--- config.mk ---
export PLATFORM = sky130hd
export DESIGN_NAME = mul_control_unit
export DESIGN_NICKNAME = d
export VERILOG_FILES = /design/src/rtl/mul_ctrl_pkg.sv /design/src/rtl/seq_counter.sv /design/src/rtl/mul_control_unit.sv
export SDC_FILE = /design/constraint.sdc
export NUM_CORES = 1
export LEC_CHECK = 0
export CORE_AREA = 2 2 39 41
export CTS_CLUSTER_DIAMETER = 200
export DETAILED_ROUTE_END_ITERATION = 12
export DIE_AREA = 0 0 41 43
export PLACE_DENSITY = 0.72
export SLEW_MARGIN = 40
export SYNTH_ARGS = -nofsm -noshare
export SYNTH_HDL_FRONTEND = slang
export SYNTH_SLANG_ARGS = --single-unit
--- constraint.sdc ---
create_clock -name clk -period 3.35 [get_ports clk]
set_clock_uncertainty 0.15 [all_clocks]
set_input_delay 0.335 -clock clk [delete_from_list [all_inputs] [get_ports clk]]
set_output_delay 0.335 -clock clk [all_outputs]
set_load 0.005 [all_outputs]
--- src/rtl/mul_ctrl_pkg.sv ---
// Shared definitions for the signed-magnitude multiplier sequencer.
package mul_ctrl_pkg;

    typedef enum logic [2:0] {
        IDLE  = 3'd0,
        INIT  = 3'd1,
        ADD   = 3'd2,
        SHIFT = 3'd3,
        DONE  = 3'd4
    } state_t;

    // Counter must hold the value N itself, not just N-1.
    function automatic int unsigned sc_width(input int unsigned n);
        return $clog2(n + 1);
    endfunction

endpackage

--- src/rtl/seq_counter.sv ---
// Parallel-load down-counter holding the remaining-iteration count.
module seq_counter #(
    parameter int unsigned W = 4
) (
    input  logic         clk,
    input  logic         reset,
    input  logic         load,
    input  logic         dec,
    input  logic [W-1:0] load_val,
    output logic [W-1:0] count,
    output logic         is_one
);

    always_ff @(posedge clk) begin
        if (reset) begin
            count <= '0;
        end else if (load) begin
            count <= load_val;
        end else if (dec && (count != '0)) begin
            count <= count - W'(1);
        end
    end

    assign is_one = (count == W'(1));

endmodule

--- src/rtl/mul_control_unit.sv ---
// Sequencer for the shift-and-add multiplier: load, sign, N add/shift iterations, done.
module mul_control_unit
    import mul_ctrl_pkg::*;
#(
    parameter int unsigned N = 8
) (
    input  logic                   clk,
    input  logic                   reset,
    input  logic                   start,
    input  logic                   q_lsb,
    input  logic                   op_zero,
    output logic                   load_operands,
    output logic                   clear_acc,
    output logic                   sign_xor,
    output logic                   add_b,
    output logic                   shift_eaq,
    output logic                   clear_result,
    output logic                   busy,
    output logic                   done,
    output logic [sc_width(N)-1:0] sc
);

    localparam int unsigned SC_W = sc_width(N);

    state_t    state;
    state_t    next_state;
    logic      sc_load;
    logic      sc_dec;
    logic      sc_is_one;

    seq_counter #(
        .W (SC_W)
    ) u_seq_counter (
        .clk      (clk),
        .reset    (reset),
        .load     (sc_load),
        .dec      (sc_dec),
        .load_val (SC_W'(N)),
        .count    (sc),
        .is_one   (sc_is_one)
    );

    always_ff @(posedge clk) begin
        if (reset) begin
            state <= IDLE;
        end else begin
            state <= next_state;
        end
    end

    always_comb begin
        next_state = state;
        unique case (state)
            IDLE:    if (start) next_state = INIT;
            INIT:    next_state = op_zero ? DONE : ADD;
            ADD:     next_state = SHIFT;
            SHIFT:   next_state = sc_is_one ? DONE : ADD;
            DONE:    next_state = IDLE;
            default: next_state = IDLE;
        endcase
    end

    // Strobes are decoded from the current state (and inputs) so the datapath
    // acts in the same cycle; reset forces them low to abort cleanly.
    always_comb begin
        load_operands = 1'b0;
        clear_acc     = 1'b0;
        sign_xor      = 1'b0;
        add_b         = 1'b0;
        shift_eaq     = 1'b0;
        clear_result  = 1'b0;
        busy          = 1'b0;
        done          = 1'b0;
        sc_load       = 1'b0;
        sc_dec        = 1'b0;
        if (!reset) begin
            busy = (state != IDLE);
            unique case (state)
                IDLE:  load_operands = start;
                INIT: begin
                    if (op_zero) begin
                        clear_result = 1'b1;
                    end else begin
                        clear_acc = 1'b1;
                        sign_xor  = 1'b1;
                        sc_load   = 1'b1;
                    end
                end
                ADD:   add_b = q_lsb;
                SHIFT: begin
                    shift_eaq = 1'b1;
                    sc_dec    = 1'b1;
                end
                DONE:  done = 1'b1;
                default: ;
            endcase
        end
    end

endmodule

== After elaboration in Yosys (flattened, before gate mapping) ==
Index checks and enable logic that the tools add are counted.

* Multiplexer cells: 21
* Eq/ne operators: 6
* Reduce and logical (&&, ||, !) cells: 6
* Add/sub/neg operators: 1

{| class="wikitable"
|+ Operators by type and width
! cell !! number
|-
| $mux W1 || 15
|-
| $pmux W3 S4 || 1
|-
| $mux W3 || 3
|-
| $mux W4 || 2
|-
| $eq A3 B2 Y1 const B || 2
|-
| $eq A4 B1 Y1 const B || 1
|-
| $reduce_bool A4 Y1 || 1
|-
| $sub A4 B1 Y4 const B || 1
|-
| $eq A3 B1 Y1 const B || 1
|-
| $eq A3 B3 Y1 const B || 1
|-
| $logic_not A3 Y1 || 1
|-
| $reduce_bool A3 Y1 || 1
|-
| $ne A2 B2 Y1 const B || 1
|-
| $reduce_bool A2 Y1 || 1
|-
| $reduce_or A2 Y1 || 1
|-
| $logic_and A1 B1 Y1 || 1
|}

* Register bits: 7
* Input port bits: 5
* Output and inout port bits: 12
* Word-level logic and storage cells: 37

== Depth between registers and ports, before layout ==
Gate-level depths: netlist (run 1).

* Word-level depth: 6
* Mapped depth: 6
* Depth with buffers taken out: 5

== Modules after synthesis ==
Synthesis (run 1) repeated with hierarchy kept, for this count alone.

* Cell total of the unflattened synthesis: 60
* Area, all modules: 508.0 µm²

{| class="wikitable"
|+ Modules (own cells, without submodules)
! module !! times used !! cells each !! area each (µm²) !! seq. area each (µm²)
|-
| seq_counter || 1 || 33 || 286.5 || 80.1
|-
| mul_control_unit || 1 || 27 || 221.5 || 60.1
|}

== Least setup slack after synthesis (run 1) ==
Ideal clock, no wire load.

* Path type: reg2out
* Start point: register state[1]
* End point: output port sign_xor
* Cell stages (with the launch flop): 5
* Path buffers: 2
* Data required time: 2.865 ns
* Data arrival time: 1.236 ns
* Path slack: 1.629 ns
* Path through: dfxtp_1 > buf_6 > or4b_4 > nor2_1 > buf_4

* Longest elaborated chain between the ends: 3

{| class="wikitable"
|+ Ends and longest elaborated chain
! item !! line !! source
|-
| from (decl) || mul_control_unit.sv:25 || <nowiki>state_t state;</nowiki>
|-
| from (signal assigned) || mul_control_unit.sv:47 || <nowiki>state <= next_state;</nowiki>
|-
| $eq A3 B1 Y1 || - ||
|-
| $mux W1 (2 in a row) || - ||
|-
| to (decl) || mul_control_unit.sv:14 || <nowiki>output logic sign_xor,</nowiki>
|}

No other way between the ends.

== Worst setup path in the final report (run 1) ==
* Start point: input port reset
* End point: output port shift_eaq

* Longest elaborated chain between the ends: 1

{| class="wikitable"
|+ Ends and longest elaborated chain
! item !! line !! source
|-
| from (decl) || mul_control_unit.sv:8 || <nowiki>input logic reset,</nowiki>
|-
| $mux W1 || mul_control_unit.sv:76 || <nowiki>if (!reset) begin</nowiki>
|-
| to (decl) || mul_control_unit.sv:16 || <nowiki>output logic shift_eaq,</nowiki>
|}

No other way between the ends.

==> metrics.yaml, run 1 <==
cts_sinks: 7
status: "finished clean"
max_stage_delay_ps: 590
worstHoldPathType: "register to register"
drive_above_1_share: 0.0769
avgViaCountPerCell: 5.37
cts_root_buf: "clkbuf_4"
setup_viol: 0
cts_resized: 0
syn_inst: 51
ys_async_sr_fraction: 0
ys_types: 30
grt_pass1_wl_mm: 1.59
critPathCaptureType: "output pin"
diodes: 0
finalHoldViolations: 0
cp_slowest_cell: "clkdlybuf4s50_1"
cts.htree.levels: 1
ir_drop_mv: 0.168
fmax_mhz: 401
postCtsHoldBufs: 0
drt-initial-drc-count: 7
core_region_area_um2: 1380
cp_top_family: "buffers and inverters"
clock_latency_ps: 250
fp-row-count: 14
globalRoute.totalOverflow: 0
path_class: "primary input to output pin"
yosys_warnings: 0
clockBufferDepth: 2
power.leakage_uw: 0.000235
cts_tree: "built"
synth_seq_area_share: 0.303
synthMostInstantiatedCell: "dfxtp_1"
maxSlewHeadroom: 0.751
route.detailed.wl_per_inst_um: 12.1
grt_setup_unrepaired: "false"
regArea_um2: 140
setup_tns_ps: 0
rr_worst_depth: 4
worstPathCellList: "clkdlybuf4s50_1 -> and4bb_1 -> clkdlybuf4s50_1"
initial_core_util: 0.335
power_density_nw_per_um2: 323
dieArea_um2: 1760
crit_cells: 3
setup_ws_ps: 856
whs_endpoint: "u_seq_counter.count[2]"
area_growth_syn_to_layout_pct: 36.8
num_vias: 435
hold_start: "u_seq_counter.count[2]"
crit_top_cell: "clkdlybuf4s50_1"
gp_congestion: 0.693
preCtsSetupSlack_ps: 878
numCtsBuffers: 3
worst_pin_slew_ps: 372
fill_cells: 148
worst_ep_arrival_time_ps: 2010
numPortBuffers: 16
synth.cell_area_um2: 463
io-pin-count: 17
syn_area_per_cell_um2: 9.08
drt_pass1_iterations: 2
critical_path_required_ps: 2860
cp_max_fo: 12
antenna_found_initial: 0
grt_pass1_vias: 382
route.detailed.drc: 0
post_cts_buffers: 0
synth_nets: 59
multi_input_area_um2: 275
nNetsFinal: 74
worstReg2RegStart: "u_seq_counter.count[1]"
die-width_um: 41
synth_top_area_frac: 0.303
critPathLaunchType: "primary input"
ff2ff_setup_slack_ps: 1740
hpwl_um: 704
synth_edf_count: 0
synth_commonest_cells: "dfxtp_1, nor2_1, a21oi_1, ha_1, inv_1"
slew_viol_final: 0
drv_cap: 0
grt.total_usage: 0.135
ant_nets: 0
synth_top_area_cell: "dfxtp_1"
routed_wirelength_um: 982
path_buf_inv: 2
ys_seq_elements: 7
reg2reg_to: "state[1]"
yosys-top-cells-area: "dfxtp_1, ha_1, and4b_1, nor4b_1, a21oi_1"
clkTransAtPathRegs_ps: 50
hold_depth: 1
grt_max_degree: 13
synth-main-ff-cell: "dfxtp_1"
die-height_um: 43
final.min_clock_period_ps: 2490
finalCritPeriodShare: 0.745
-- worst register-to-register path: cells and delay by family (launching register included) --
kind	cells	cell delay, ps
AO/OA/AOI/OAI	2	680
flip-flops	1	380
adder cells (fa/ha/maj)	1	200
buffers and inverters	1	100
-- layout by cell type (no fill, tap or decap), types with 2 or more instances in the layout --
master / n
clkdlybuf4s50_1: 16
dfxtp_1: 7
nor2_1: 4
inv_1: 3
a21oi_1: 3
ha_1: 3
clkbuf_4: 3
nor4b_1: 2
and4b_1: 2
nand3_1: 2
nor3_1: 2
a31oi_1: 2
-- metal layers --
layer	vias up	global-route usage	wire length [um]
met5	-	0	0
met2	16	0.184	424
met1	195	0.174	447
li1	220	-	-
met4	0	0.100	25
met3	4	0.0314	85
-- flip-flops by register name, summed over array words and instances, names as in the netlist --
register and flops:
state 3, u_seq_counter.count 4
-- final cells by class --
cell class                      instances  share of cell area
Clock buffer                            4              0.0415
Inverter                                3              0.0178
Multi-Input combinational cell         35               0.435
Sequential cell                         7               0.221
Tap cell                               16              0.0316
Timing Repair Buffer                   16               0.253
-- kinds of logic (layout without fill, tap and decap cells) --
family,count (synthesis),after routing,synth area share
AOI/OAI and AO/OA,10,10,0.170
adders and majority gates,3,3,0.0811
buffers and inverters,9,23,0.103
DFF,7,7,0.303
muxes,1,1,0.0216
and+or+nand+nor,21,21,0.322
-- power breakdown --
| part | internal (uW) | switching (uW) |
|---|---|---|
| Sequential | 86.5 | 5.85 |
| Clock | 45.5 | 32.4 |
| Combinational | 20.8 | 13.1 |
-- through the flow --
stage | std cells | instance area (um^2) | hold slack [ps] | utilization | total power, uW
3_3_place_gp | 77 | 607 | 355 | 0.439 | 128
3_5_place_dp | 77 | 607 | 351 | 0.439 | 128
2_1_floorplan | 51 | 463 | 334 | - | 114
4_1_cts | 81 | 633 | 366 | 0.458 | 207
6_report | 81 | 633 | 366 | 0.458 | 204
5_1_grt | 81 | 633 | 387 | 0.458 | 218
-- worst max-delay path by stage --
stage,from,to,slack [ps]
2_1_floorplan,state[1],sign_xor,1630
3_3_place_gp,op_zero,clear_acc,880
3_5_place_dp,reset,shift_eaq,880
4_1_cts,reset,shift_eaq,860
5_1_grt,reset,shift_eaq,780
6_report,reset,shift_eaq,860
Power figures use the tool's default switching activity.
==> run 2, diff against run 1 <==
Clock period 3.35 ns to 2.6 ns, I/O delays scaled along.
==> metrics.yaml, run 2 (same netlist as run 1, synthesis figures left out) <==
finalHoldViolations: 0  # unchanged
die-height_um: 43  # unchanged
nNetsFinal: 75  # was 74
clkTransAtPathRegs_ps: 60  # was 50 ps
gp_congestion: 0.757  # was 0.693
fill_cells: 155  # was 148
grt.total_usage: 0.127  # was 0.135
cts_resized: 0  # unchanged
largest_reg_flops: 4  # unchanged
power_density_nw_per_um2: 411  # was 323 nW/um^2
worst_ep_arrival_time_ps: 1900  # was 2010 ps
cts_tree: "built"  # unchanged
drt_pass1_iterations: 4  # was 2
drt-initial-drc-count: 12  # was 7
setup_viol: 0  # unchanged
clockBufferDepth: 2  # unchanged
pwr-share-clk: 0.377  # was 0.382
grt_max_degree: 12  # was 13
core_region_area_um2: 1380  # unchanged
critPathCaptureType: "output pin"  # unchanged
cts.htree.levels: 1  # unchanged
post_cts_buffers: 0  # unchanged
routed_wirelength_um: 997  # was 982 um
setup_tns_ps: 0  # unchanged
critical_path_required_ps: 2190  # was 2860 ps
initial_core_util: 0.335  # unchanged
combinationalPowerShare: 0.171  # was 0.166
drive_above_1_share: 0.0909  # was 0.0769
layout_common_cells: "clkdlybuf4s50_1, dfxtp_1, nor2_1"  # unchanged
hpwl_um: 727  # was 704 um
grt_pass1_wl_mm: 1.53  # was 1.59 mm
grt_pass1_vias: 374  # was 382
globalRoute.totalOverflow: 0  # unchanged
area_growth_syn_to_layout_pct: 38.4  # was 36.8%
num_vias: 431  # was 435
finalCritPeriodShare: 0.888
p_sw_uw: 65.6  # was 51.4 uW
route.detailed.drc: 0  # unchanged
numCtsBuffers: 3  # unchanged
fp-row-count: 14  # unchanged
fmax_mhz: 433
top_register: "u_seq_counter.count"  # unchanged
largestRegisters: "u_seq_counter.count x4, state x3"  # unchanged
route.detailed.wl_per_inst_um: 12.2  # was 12.1 um
postCtsHoldBufs: 0  # unchanged
dieArea_um2: 1760  # unchanged
cts_sinks: 7  # unchanged
p_int_uw: 198  # was 153 uW
final.min_clock_period_ps: 2310
antenna_found_initial: 0  # unchanged
drv_cap: 0  # unchanged
ant_nets: 0  # unchanged
clock_latency_ps: 250  # about the same
grt-busiest-layer: "met2"  # unchanged
grt_setup_unrepaired: "false"  # unchanged
final_core_util: 0.463  # was 0.458
multi_input_area_um2: 275  # unchanged
grtUsageMet1: 0.152  # was 0.174
path_class: "register to output pin"  # was primary input to output pin
p_seq_frac: 0.452  # about the same
worst_pin_slew_ps: 312  # was 372 ps
numPortBuffers: 16  # unchanged
die-width_um: 41  # unchanged
ir_drop_mv: 0.218  # was 0.168 mV
grtUsageMet3: 0.0419  # was 0.0314
worstHoldPathType: "register to register"  # unchanged
critPathLaunchType: "register"  # was primary input
regArea_um2: 140  # unchanged
slew_viol_final: 0  # unchanged
layout_commonest_cell: "clkdlybuf4s50_1"  # unchanged
cts_root_buf: "clkbuf_4"  # unchanged
cp_max_fo: 9  # was 12
switching_share: 0.249  # was 0.252
diodes: 0  # unchanged
met2_usage: 0.194  # was 0.184
avgViaCountPerCell: 5.26  # was 5.37
maxSlewHeadroom: 0.790  # was 0.751
power.leakage_uw: 0.000240  # was 0.000235 uW
io-pin-count: 17  # unchanged
status: "finished clean"  # unchanged
run 2: cell types whose count changed in the layout (fill, tap and decap cells not counted), sizes merged:
cell  delta
buf      +1
run 2: layout make-up:
type	instances	area share
multi-input combinational	35	0.430
timing repair buffer	17	0.262
sequential	7	0.219
clock buffer	4	0.0410
tap	16	0.0313
inverter	3	0.0176
run 2: worst max-delay path: stages, from the launching register on:
cell	delay, ps
dfxtp_1	460
or4b_4	540
nor2_1	130
clkdlybuf4s50_1	510
run 2: power by group through the flow:
stage / combinational (uW) / clock, uW / sequential, uW
after floorplan: 29.9 / 0 / 116
after global placement: 45.2 / 0 / 121
after detailed placement: 45.5 / 0 / 121
after CTS: 45.8 / 104 / 119
after global routing: 49.2 / 110 / 120
final: 45.2 / 99.4 / 119
run 2: stage by stage:
step,power (uW),instance area (um^2),setup slack (ps),instances,hold WS [ps]
finish,264,641,292,82,371
floorplan,146,463,954,51,294
global route,279,641,221,82,385
global placement,166,614,311,78,354
CTS,269,641,266,82,374
detailed placement,166,614,296,78,366
run 2: metal layers:
| metal | vias to the layer above | share of wire |
|---|---|---|
| met4 | 0 | 0 |
| met5 | - | 0 |
| met2 | 13 | 0.46 |
| met1 | 200 | 0.45 |
| li1 | 218 | - |
| met3 | 0 | 0.083 |
run 2: path summary, 6_finish.rpt:
kind | end | slack, ps | cells after the start | start
max | clear_acc | 290 | 3 | state[0]
min | u_seq_counter.count[2] | 370 | 1 | u_seq_counter.count[2]
max reg2reg | u_seq_counter.count[1] | 1030 | 5 | u_seq_counter.count[0]
min reg2reg | u_seq_counter.count[2] | 370 | 1 | u_seq_counter.count[2]
